## src/rtl/lmsm_pkg.sv

```systemverilog
// Shared constants for the LM/SM register sequencer: FSM state codes,
// register-file geometry and a small mask helper.
package lmsm_pkg;

  // Register file geometry
  localparam int REG_IDX_W = 3;
  localparam int NUM_REGS  = 8;

  // FSM state encoding (2-bit binary)
  localparam logic [1:0] S_IDLE   = 2'd0;
  localparam logic [1:0] S_ACTIVE = 2'd1;
  localparam logic [1:0] S_DONE   = 2'd2;

  // True when the mask holds at most one set bit: (m & (m-1)) == 0
  function automatic logic at_most_one_bit(input logic [NUM_REGS-1:0] m);
    logic [NUM_REGS-1:0] m_minus_one;
    m_minus_one = m - {{(NUM_REGS-1){1'b0}}, 1'b1};
    return ((m & m_minus_one) == {NUM_REGS{1'b0}});
  endfunction

  // One-hot decode of a register index, used to clear a serviced bit
  function automatic logic [NUM_REGS-1:0] idx_onehot(input logic [REG_IDX_W-1:0] idx);
    logic [NUM_REGS-1:0] oh;
    oh = {{(NUM_REGS-1){1'b0}}, 1'b1} << idx;
    return oh;
  endfunction

endpackage

```

## src/rtl/lmsm_reg_sequencer_prienc8_lsb.sv

```systemverilog
// 8-bit LSB-first priority encoder: index of the lowest set bit plus a
// 'none' flag. Index is forced to zero when no bit is set.
module prienc8_lsb
  import lmsm_pkg::*;
(
  input  logic [NUM_REGS-1:0]  mask_i,
  output logic [REG_IDX_W-1:0] idx_o,
  output logic                 none_o
);

  // Scan from the top down so the last hit is the lowest set bit
  always_comb begin
    idx_o  = {REG_IDX_W{1'b0}};
    none_o = 1'b1;
    for (int i = NUM_REGS - 1; i >= 0; i--) begin
      if (mask_i[i]) begin
        idx_o  = REG_IDX_W'(i);
        none_o = 1'b0;
      end else begin
        idx_o  = idx_o;
        none_o = none_o;
      end
    end
  end

endmodule

```

## src/rtl/lmsm_reg_sequencer.sv

```systemverilog
// LM/SM register sequencer. Latches a register mask and base address on
// start, then presents one (register index, memory address) transfer per
// step, lowest register first, and pulses done when the list is drained.
// All outputs are decoded from registered state only.
module lmsm_reg_sequencer
  import lmsm_pkg::*;
#(
  parameter int ADDR_W    = 16,
  parameter int ADDR_STEP = 1
) (
  input  logic                 clk,
  input  logic                 reset,
  input  logic                 start,
  input  logic [NUM_REGS-1:0]  reg_list,
  input  logic [ADDR_W-1:0]    base_addr,
  input  logic                 step,
  output logic                 busy,
  output logic                 valid,
  output logic [REG_IDX_W-1:0] reg_idx,
  output logic [ADDR_W-1:0]    mem_addr,
  output logic                 last,
  output logic                 done
);

  logic [1:0]           state_q, state_d;
  logic [NUM_REGS-1:0]  mask_q, mask_d;
  logic [ADDR_W-1:0]    addr_q, addr_d;

  logic [REG_IDX_W-1:0] cur_idx_s;
  logic                 mask_empty_s;
  logic [NUM_REGS-1:0]  mask_cleared_s;
  logic                 in_active_s;

  prienc8_lsb u_prienc (
    .mask_i (mask_q),
    .idx_o  (cur_idx_s),
    .none_o (mask_empty_s)
  );

  assign in_active_s    = (state_q == S_ACTIVE);
  assign mask_cleared_s = mask_q & ~idx_onehot(cur_idx_s);

  // Next-state, mask and address update
  always_comb begin
    state_d = state_q;
    mask_d  = mask_q;
    addr_d  = addr_q;
    case (state_q)
      S_IDLE: begin
        if (start) begin
          mask_d = reg_list;
          addr_d = base_addr;
          if (reg_list != {NUM_REGS{1'b0}}) begin
            state_d = S_ACTIVE;
          end else begin
            state_d = S_DONE;
          end
        end else begin
          state_d = S_IDLE;
        end
      end
      S_ACTIVE: begin
        // Guard on a non-empty mask keeps a corrupted state from sticking here
        if (mask_empty_s) begin
          state_d = S_DONE;
        end else if (step) begin
          mask_d = mask_cleared_s;
          addr_d = addr_q + ADDR_W'(ADDR_STEP);
          if (mask_cleared_s == {NUM_REGS{1'b0}}) begin
            state_d = S_DONE;
          end else begin
            state_d = S_ACTIVE;
          end
        end else begin
          state_d = S_ACTIVE;
        end
      end
      S_DONE: begin
        state_d = S_IDLE;
      end
      default: begin
        state_d = S_IDLE;
        mask_d  = {NUM_REGS{1'b0}};
        addr_d  = {ADDR_W{1'b0}};
      end
    endcase
  end

  // State, mask and address registers with synchronous reset
  always_ff @(posedge clk) begin
    if (reset) begin
      state_q <= S_IDLE;
      mask_q  <= {NUM_REGS{1'b0}};
      addr_q  <= {ADDR_W{1'b0}};
    end else begin
      state_q <= state_d;
      mask_q  <= mask_d;
      addr_q  <= addr_d;
    end
  end

  // Output decode from registered state; transfer fields are zero unless valid
  always_comb begin
    busy     = (state_q == S_ACTIVE) || (state_q == S_DONE);
    valid    = in_active_s;
    done     = (state_q == S_DONE);
    if (in_active_s) begin
      reg_idx  = cur_idx_s;
      mem_addr = addr_q;
      last     = !mask_empty_s && at_most_one_bit(mask_q);
    end else begin
      reg_idx  = {REG_IDX_W{1'b0}};
      mem_addr = {ADDR_W{1'b0}};
      last     = 1'b0;
    end
  end

endmodule

```

## config.mk

```make
export PLATFORM = sky130hd
export DESIGN_NAME = lmsm_reg_sequencer
export DESIGN_NICKNAME = d
export VERILOG_FILES = /design/src/rtl/lmsm_pkg.sv /design/src/rtl/lmsm_reg_sequencer_prienc8_lsb.sv /design/src/rtl/lmsm_reg_sequencer.sv
export SDC_FILE = /design/constraint.sdc
export NUM_CORES = 1
export LEC_CHECK = 0
export ABC_CLOCK_PERIOD_IN_PS = 4059
export CAP_MARGIN = 5
export CORE_UTILIZATION = 51
export DETAILED_ROUTE_END_ITERATION = 6
export GPL_ROUTABILITY_DRIVEN = 0
export GPL_TIMING_DRIVEN = 0
export PLACE_DENSITY = 0.85
export SLEW_MARGIN = 5
export SYNTH_ARGS = -nofsm -noshare
export SYNTH_HDL_FRONTEND = slang
export SYNTH_SLANG_ARGS = --single-unit
```

## constraint.sdc

```tcl
create_clock -name clk -period 4.06 [get_ports clk]
set_input_delay 1.015 -clock clk [delete_from_list [all_inputs] [get_ports clk]]
set_output_delay 1.015 -clock clk [all_outputs]
set_load 0.02 [all_outputs]
```

* Word level (Yosys, flattened, before mapping)
Index checks and enable logic that the tools add are counted.
** Storage, ports and cells
- Word-level logic and storage cells :: 56
- Output and inout bits :: 23
- Input port bits :: 28
- Register bits after elaboration :: 26
** Operators by class
- Multiplexer cells :: 33
- $add $sub $neg :: 2
- Bitwise operators :: 4
- Eq/ne operators :: 5
- Reduce and logical (&&, ||, !) cells :: 8
- Shifts and indexed selects :: 1
** Operators by type and width (count)
- two-way mux 16 bit :: 4
- case mux 16 bit (3 select lines) :: 1
- two-way mux 3 bit :: 9
- two-way mux 8 bit :: 3
- case mux 8 bit (3 select lines) :: 1
- adder 16 x 1 -> 16 bit (second input constant) :: 1
- AND 8 bit :: 2
- zero test 8 bit :: 2
- two-way mux 2 bit :: 5
- two-way mux 1 bit :: 9
- NOT 8 bit :: 1
- nonzero test 8 bit :: 1
- left shift 1 x 3 -> 8 bit (first input constant) :: 1
- subtractor 8 x 1 -> 8 bit (second input constant) :: 1
- inequality test 2 bit (second input constant) :: 3
- case mux 2 bit (2 select lines) :: 1
- AND reduction 4 bit :: 1
- == test 2 x 1 -> 1 bit (second input constant) :: 1
- == test 2 bit (second input constant) :: 1
- zero test 2 bit :: 1
- logical AND 1 bit :: 1
- zero test 1 bit :: 1
- logical OR 1 bit :: 1
- NOT 1 bit :: 1

* Longest topological paths before layout
Gate-level depths: netlist of the first run.
- Depth in word-level cells :: 16
- Gate-level depth with buffers :: 8
- Depth with buffers taken out :: 7

* Hierarchy
A second synthesis of the first run with hierarchy kept.
** Second synthesis, totals
- Cell total of the unflattened synthesis :: 269
- Area total of the unflattened synthesis :: 2042.0 um^2
** By module, submodules not included
- lmsm_reg_sequencer :: area an instance 1955.6 um^2, instances 1, sequential area each 520.5 um^2, cells each 255
- prienc8_lsb :: area an instance 86.3 um^2, instances 1, sequential area each 0.0 um^2, cells each 14

* Worst setup path before layout of the first run
No wires, ideal clock.
- Kind :: register to output
- Start point :: register state_q[1]
- End point :: output port last
- Path slack :: 1121 ps
- Cell stages (with the launch flop) :: 7
- Path buffers :: 2
- Required time :: 3045 ps
- Arrival :: 1924 ps
- Cell sequence :: dfxtp_1 > inv_1 > ha_1 > clkbuf_1 > clkinv_1 > clkbuf_1 > a221oi_1
** On the way
- Word-level cells in the longest chain between the ends :: 2
** Ends and longest elaborated chain
- from (decl) :: RTL line lmsm_reg_sequencer.sv:25 : logic [1:0] state_q, state_d;
- from (signal assigned) :: RTL line lmsm_reg_sequencer.sv:96 : state_q <= state_d;
- == test 2 x 1 -> 1 bit :: RTL line lmsm_reg_sequencer.sv:40 : assign in_active_s = (state_q == S_ACTIVE);
- net valid :: RTL line lmsm_reg_sequencer.sv:18 : output logic valid,
- two-way mux 1 bit :: RTL line lmsm_reg_sequencer.sv:107 : if (in_active_s) begin
- to (decl) :: RTL line lmsm_reg_sequencer.sv:21 : output logic last,
The timed path passes the listed nets, and every way through them passes these cells.

* Worst setup path in the final report of the first run
- Start point :: register state_q[1]
- End point :: output port last
** On the way
- Word-level cells in the longest chain between the ends :: 2
** Ends and longest elaborated chain (RTL line)
- == test 2 x 1 -> 1 bit :: lmsm_reg_sequencer.sv:40
- two-way mux 1 bit :: lmsm_reg_sequencer.sv:107
No other way between the ends.

==> results.cfg, run 1 <==
[placed_design]
post-place-ws_ns = 0.516
port_buffers = 49
place_hpwl_mm = 3.66

[sta]
slew_headroom_pct = 44.5
clock_skew_ns = 0.0106
fin_crit_sh_pct = 91.8
worstMarginPinSlew_ns = 0.825
slew_violations = 0
fin_crit_ns = 3.73
finalSetupTns_ns = 0
rsz0062_at_grt = no
timing.fmax_mhz = 268
hold_violations = 0
setup_ws_ns = 0.334
setup_viol = 0

[detailed_routing]
avgViaCountPerCell = 5.85
drcViolationCount = 0
drtIter0Drc = 210
post_drt_wl_per_cell_um = 14.4
ant_nets = 0
wl_mm = 4.99
dr.pass1.iters = 5
vias = 2017

[power]
power_frac_clock_pct = 16.0
p_comb_share_pct = 43.3
internal_power_mw = 0.502
power.switching_mw = 0.325
p_leak_nw = 0.862
power_density_nw_per_um2 = 350
power_switching_share_pct = 39.3
max-vdd-ir-drop_mv = 0.207
power.share.sequential_pct = 40.6

[cells_and_area]
n_antenna_cell = 0
fillers = 288
syn2layout_area_growth_pct = 33.0
seq_area_um2 = 520
drive_gt1_share_pct = 4.68
multi_input_area_um2 = 1140
nNetsFinal = 332

[die]
rows = 21
start_util_pct = 53.2
io-pin-count = 51
core-area_um2 = 3340
die_h_um = 61.0
die-area_um2 = 3720
die_w_um = 61.0

[setup_path]
cp.depth = 6
critPathCaptureType = output pin
startpoint_type = flop
cp-endpoint = last
cpPeakStageDelay_ns = 0.64
crit_fanout = 10
r2r-end = addr_q[15]$_SDFFE_PP0P_
path_buf_inv = 4
r2r_cells = 6
arrival_ns = 2.71
rrSetupSlack_ns = 1.96
cpLargestDelayFamily = buffers and inverters
crit_type = reg2out
r2r-start = state_q[1]$_SDFF_PP0_
path_cells = inv_1, ha_1, clkinvlp_4, clkbuf_1, a221oi_1, clkdlybuf4s50_1
critPathLaunch = state_q[1]$_SDFF_PP0_
required_ns = 3.04
slowest_stage = clkdlybuf4s50_1

[global_route]
grt_pass1_vias = 1780
grt_max_degree = 15
antenna_found_initial = 0
grt_overflow = 0
track_usage_pct = 29.2
grt_pass1_wl_mm = 8.07

[synthesis]
synth.area.top_cells = dfxtp_1, a21oi_1, and2_1, nand2_1, nor2_1
synth_largest_area_cell = dfxtp_1
syn_area_um2 = 1770
ys_ff_latch = 26
syn_inst = 247
synth_cell_types = 47
yosysWarnings = 0
async_flop_share_pct = 0
syn-num-nets = 279
netlist.area_leader.share_pct = 29.3
synthFlopType = dfxtp_1
syn_avg_cell_area_um2 = 7.18
synth.most_common_cell = a21oi_1
synth_edf_count = 0
ys_seq_area_share_pct = 29.3
synthTopCellsByCount = a21oi_1, dfxtp_1, nand2_1, nor2_1, nand3_1

[clock_network]
cts_tree = built
cts-root-buf = clkbuf_4
numCtsBuffers = 3
clock_latency_ns = 0.32
path_clk_slew_ns = 0.13
clock-sinks = 26
postCtsSetupBuffers = 0
h-tree-depth = 1
cts_max_path_buffers = 2

[flow_run]
drv_cap = 0

[outcome]
status = finished, final reports clean

[worst_hold_path]
hold_path_class = reg2reg
==> power groups by stage <==
stage                     registers, mW  logic (mW)  clock network, mW
after global placement            0.339       0.352                  0
final                             0.336       0.358              0.133
after detailed placement          0.339       0.353                  0
after global routing              0.343       0.394              0.147
after floorplan                   0.328       0.244                  0
after CTS                         0.334       0.355              0.134
==> cell type report <==
type                       count  area share (%)
multi-input combinational    196            48.5
sequential                    26            22.1
timing repair buffer          49            20.8
buffer                        14            2.97
tap                           46            2.44
inverter                      10            1.75
clock buffer                   4            1.54
==> per-layer routing <==
layer | wire length [um] | vias to the layer above | GRT usage, % | part of all wire (%)
li1 | - | 1005 | - | -
met3 | 310 | 9 | 2.13 | 6.2
met2 | 2360 | 78 | 47.9 | 47
met5 | 0 | - | 0 | 0
met1 | 2240 | 925 | 40.7 | 45
met4 | 74 | 0 | 9.74 | 1.5
==> repair_timing <==
action | CTS | global route
gates resized for setup | 0 | 3
setup endpoints to repair | 0 | 11
hold buffers | 0 | 0
==> state kept, by name, summed over array words and instances (netlist names) <==
name,cells
state_q,2
addr_q,16
mask_q,8
==> through the flow <==
stage	instance area [um^2]	hold slack (ns)	utilization (%)	power [mW]	cells
6_report	2360	0.505	70.7	0.827	345
5_1_grt	2360	0.542	70.7	0.885	345
4_1_cts	2360	0.509	70.7	0.823	346
3_5_place_dp	2320	0.490	69.6	0.693	342
3_3_place_gp	2320	0.479	69.6	0.690	342
2_1_floorplan	1770	0.461	-	0.572	247
==> worst min-delay path by stage <==
| stage | startpoint | to | slack, ns | depth (start not counted) |
|---|---|---|---|---|
| after floorplan | addr_q[10]$_SDFFE_PP0P_ | addr_q[10]$_SDFFE_PP0P_ | 0.46 | 2 |
| after global placement | addr_q[15]$_SDFFE_PP0P_ | addr_q[15]$_SDFFE_PP0P_ | 0.48 | 2 |
| after detailed placement | addr_q[15]$_SDFFE_PP0P_ | addr_q[15]$_SDFFE_PP0P_ | 0.49 | 2 |
| after CTS | addr_q[15]$_SDFFE_PP0P_ | addr_q[15]$_SDFFE_PP0P_ | 0.51 | 2 |
| after global routing | addr_q[15]$_SDFFE_PP0P_ | addr_q[15]$_SDFFE_PP0P_ | 0.54 | 2 |
| final | addr_q[15]$_SDFFE_PP0P_ | addr_q[15]$_SDFFE_PP0P_ | 0.51 | 2 |
==> cell usage in the layout (no fill, tap or decap), types with 2 or more instances in the layout <==
cell / instances
or3_1: 2
a211oi_1: 2
clkbuf_4: 3
nand4_1: 5
o21ai_0: 6
a21oi_1: 32
clkbuf_1: 9
o31ai_1: 4
ha_1: 4
and2_1: 15
nand2b_1: 4
and3_1: 2
nor3_1: 9
buf_6: 2
nand3_1: 16
nand2_1: 23
or4_4: 2
inv_1: 9
nor4_1: 4
o2bb2ai_1: 2
o21ai_1: 12
dfxtp_1: 26
a221oi_1: 7
nor2_1: 22
clkdlybuf4s50_1: 49
xor2_1: 3
==> worst register-to-register path, stage by stage, from the launching register on <==
cell        delay (ns)
dfxtp_1           0.34
inv_1             0.07
ha_1              0.41
clkinvlp_4        0.34
or3_1             0.49
o31ai_1           0.26
o2bb2ai_1         0.14
==> logic make-up (layout without fill, tap and decap cells) <==
group / after synthesis / in the layout / share of synthesized area, %
AND/OR/NAND/NOR: 107 / 107 / 30.5
multiplexers: 1 / 1 / 0.564
XOR/XNOR: 3 / 3 / 1.48
buffers and inverters: 25 / 77 / 6.21
flip-flops: 26 / 26 / 29.3
AO/OA/AOI/OAI: 80 / 80 / 28.6
adder cells (fa/ha/maj): 5 / 5 / 3.39
Power figures use the tool's default switching activity.
==> run 2: changes to the inputs <==
Settings changed: SETUP_SLACK_MARGIN from default to 0.15.
==> run 2 against run 1 <==
Effect of this change: clock power is essentially flat; critical path depth shrank 2; routed wire length rose by 1.2%; global-route usage unchanged; fmax increased by 1.6%; power up 0.48%; utilization up 0.15 points; via count is 2.1% higher; clock-buffer cell count unchanged; critical endpoint unchanged.
==> results.cfg, run 2 (synthesis results as in run 1) <==
[outcome]
status = finished, final reports clean

[detailed_routing]
post_drt_wl_per_cell_um = 14.6
drtIter0Drc = 207
dr.pass1.iters = 7
avgViaCountPerCell = 5.95
wl_mm = 5.05
ant_nets = 0
vias = 2060
drcViolationCount = 0

[setup_path]
r2r-end = state_q[0]$_SDFF_PP0_
critPathLaunch = mask_q[0]$_SDFFE_PP0P_
startpoint_type = flop
rrSetupSlack_ns = 2.04
r2r-start = mask_q[0]$_SDFFE_PP0P_
crit_type = reg2out
arrival_ns = 2.65
cp-endpoint = last
critPathCaptureType = output pin
required_ns = 3.04
r2r_cells = 5
crit_fanout = 7

[placed_design]
post-place-ws_ns = 0.516
place_hpwl_mm = 3.66
port_buffers = 49

[global_route]
antenna_found_initial = 0
grt_pass1_wl_mm = 8.07
grt_max_degree = 15
grt_pass1_vias = 1780
grt_overflow = 0
track_usage_pct = 29.2

[sta]
timing.fmax_mhz = 273
setup_ws_ns = 0.393
hold_violations = 0
holdWs_ns = 0.507
setup_viol = 0
clock_skew_ns = 0.0112
fin_crit_ns = 3.67
finalSetupTns_ns = 0
slew_violations = 0
slew_headroom_pct = 43.2
worstMarginPinSlew_ns = 0.844
fin_crit_sh_pct = 90.3
rsz0062_at_grt = no

[cells_and_area]
syn2layout_area_growth_pct = 33.3
final_util_pct = 70.9
n_antenna_cell = 0
layout_commonest_cell = clkdlybuf4s50_1
final_cell_mix = clkdlybuf4s50_1, a21oi_1, dfxtp_1
drive_gt1_share_pct = 5.00
largest_reg_flops = 16
nNetsFinal = 333
fillers = 285
reg_top3 = addr_q: 16 flops, mask_q: 8 flops, state_q: 2 flops
regMostFlops = addr_q

[clock_network]
cts_max_path_buffers = 2
clock_latency_ns = 0.33
postCtsSetupBuffers = 0
cts_tree = built
path_clk_slew_ns = 0.14
ctsHoldBuffers = 0
h-tree-depth = 1
numCtsBuffers = 3
cts-root-buf = clkbuf_4
clock-sinks = 26

[power]
power_density_nw_per_um2 = 351
power_switching_share_pct = 39.6
power.share.sequential_pct = 40.5
power_frac_clock_pct = 16.3
max-vdd-ir-drop_mv = 0.208
p_comb_share_pct = 43.2
power_mw = 0.830
power.switching_mw = 0.328
p_leak_nw = 0.866
internal_power_mw = 0.502

[die]
die-area_um2 = 3720
die_w_um = 61.0
rows = 21
io-pin-count = 51
core-area_um2 = 3340
start_util_pct = 53.2
die_h_um = 61.0

[worst_hold_path]
hold_path_class = reg2reg

[flow_run]
drv_cap = 0
run 2: what timing repair did:
| action | CTS | global route |
|---|---|---|
| endpoints found under the setup margin | 1 | 14 |
| pin swaps | 0 | 0 |
| gates resized for setup | 1 | 3 |
| cloned | 0 | 0 |
run 2: critical path, stage by stage, from the launching register on:
cell and delay [ns]:
dfxtp_1 0.40, nor4_1 0.76, a21oi_1 0.25, a221oi_1 0.28, clkdlybuf4s50_1 0.64
run 2: area by class of cell:
class	instances	area [um^2]	share of cell area, %
plain buffers	15	75.1	3.17
multi-input cells	196	1140	48.4
flip-flops and latches	26	520	22.0
repair buffers	49	490	20.7
well taps	46	57.6	2.43
clock buffers	4	36.3	1.53
inverters	10	41.3	1.75
run 2: worst min path at each step:
stage / startpoint / to / depth (start not counted)
final: addr_q[15]$_SDFFE_PP0P_ / addr_q[15]$_SDFFE_PP0P_ / 2
after global routing: addr_q[15]$_SDFFE_PP0P_ / addr_q[15]$_SDFFE_PP0P_ / 2
after CTS: addr_q[15]$_SDFFE_PP0P_ / addr_q[15]$_SDFFE_PP0P_ / 2
after detailed placement: addr_q[15]$_SDFFE_PP0P_ / addr_q[15]$_SDFFE_PP0P_ / 2
after global placement: addr_q[15]$_SDFFE_PP0P_ / addr_q[15]$_SDFFE_PP0P_ / 2
after floorplan: addr_q[10]$_SDFFE_PP0P_ / addr_q[10]$_SDFFE_PP0P_ / 2
run 2: metal layers:
| metal | track usage [%] | up-vias | wire length (um) | part of all wire, % |
|---|---|---|---|---|
| met2 | 47.9 | 91 | 2370 | 47 |
| met4 | 9.74 | 0 | 51 | 1.0 |
| met3 | 2.13 | 7 | 295 | 5.8 |
| met5 | 0 | - | 0 | 0 |
| met1 | 40.7 | 952 | 2330 | 46 |
| li1 | - | 1010 | - | - |
run 2: stage by stage:
stage               std cells  instance area [um^2]
floorplan                 247                  1770
global placement          342                  2320
detailed placement        342                  2320
CTS                       346                  2360
global route              346                  2360
finish                    346                  2360
run 2: power by group through the flow:
| stage | clock network (mW) | logic (mW) | registers (mW) |
|---|---|---|---|
| floorplan | 0 | 0.244 | 0.328 |
| global placement | 0 | 0.352 | 0.339 |
| finish | 0.135 | 0.359 | 0.336 |
| detailed placement | 0 | 0.353 | 0.339 |
| global route | 0.147 | 0.395 | 0.343 |
| CTS | 0.134 | 0.355 | 0.334 |
==> run 3: changes to the inputs <==
Settings changed: SLEW_MARGIN 5 to 20.
==> results of run 3 <==
No change in the layout: final DEF, timing and power equal those of run 2.
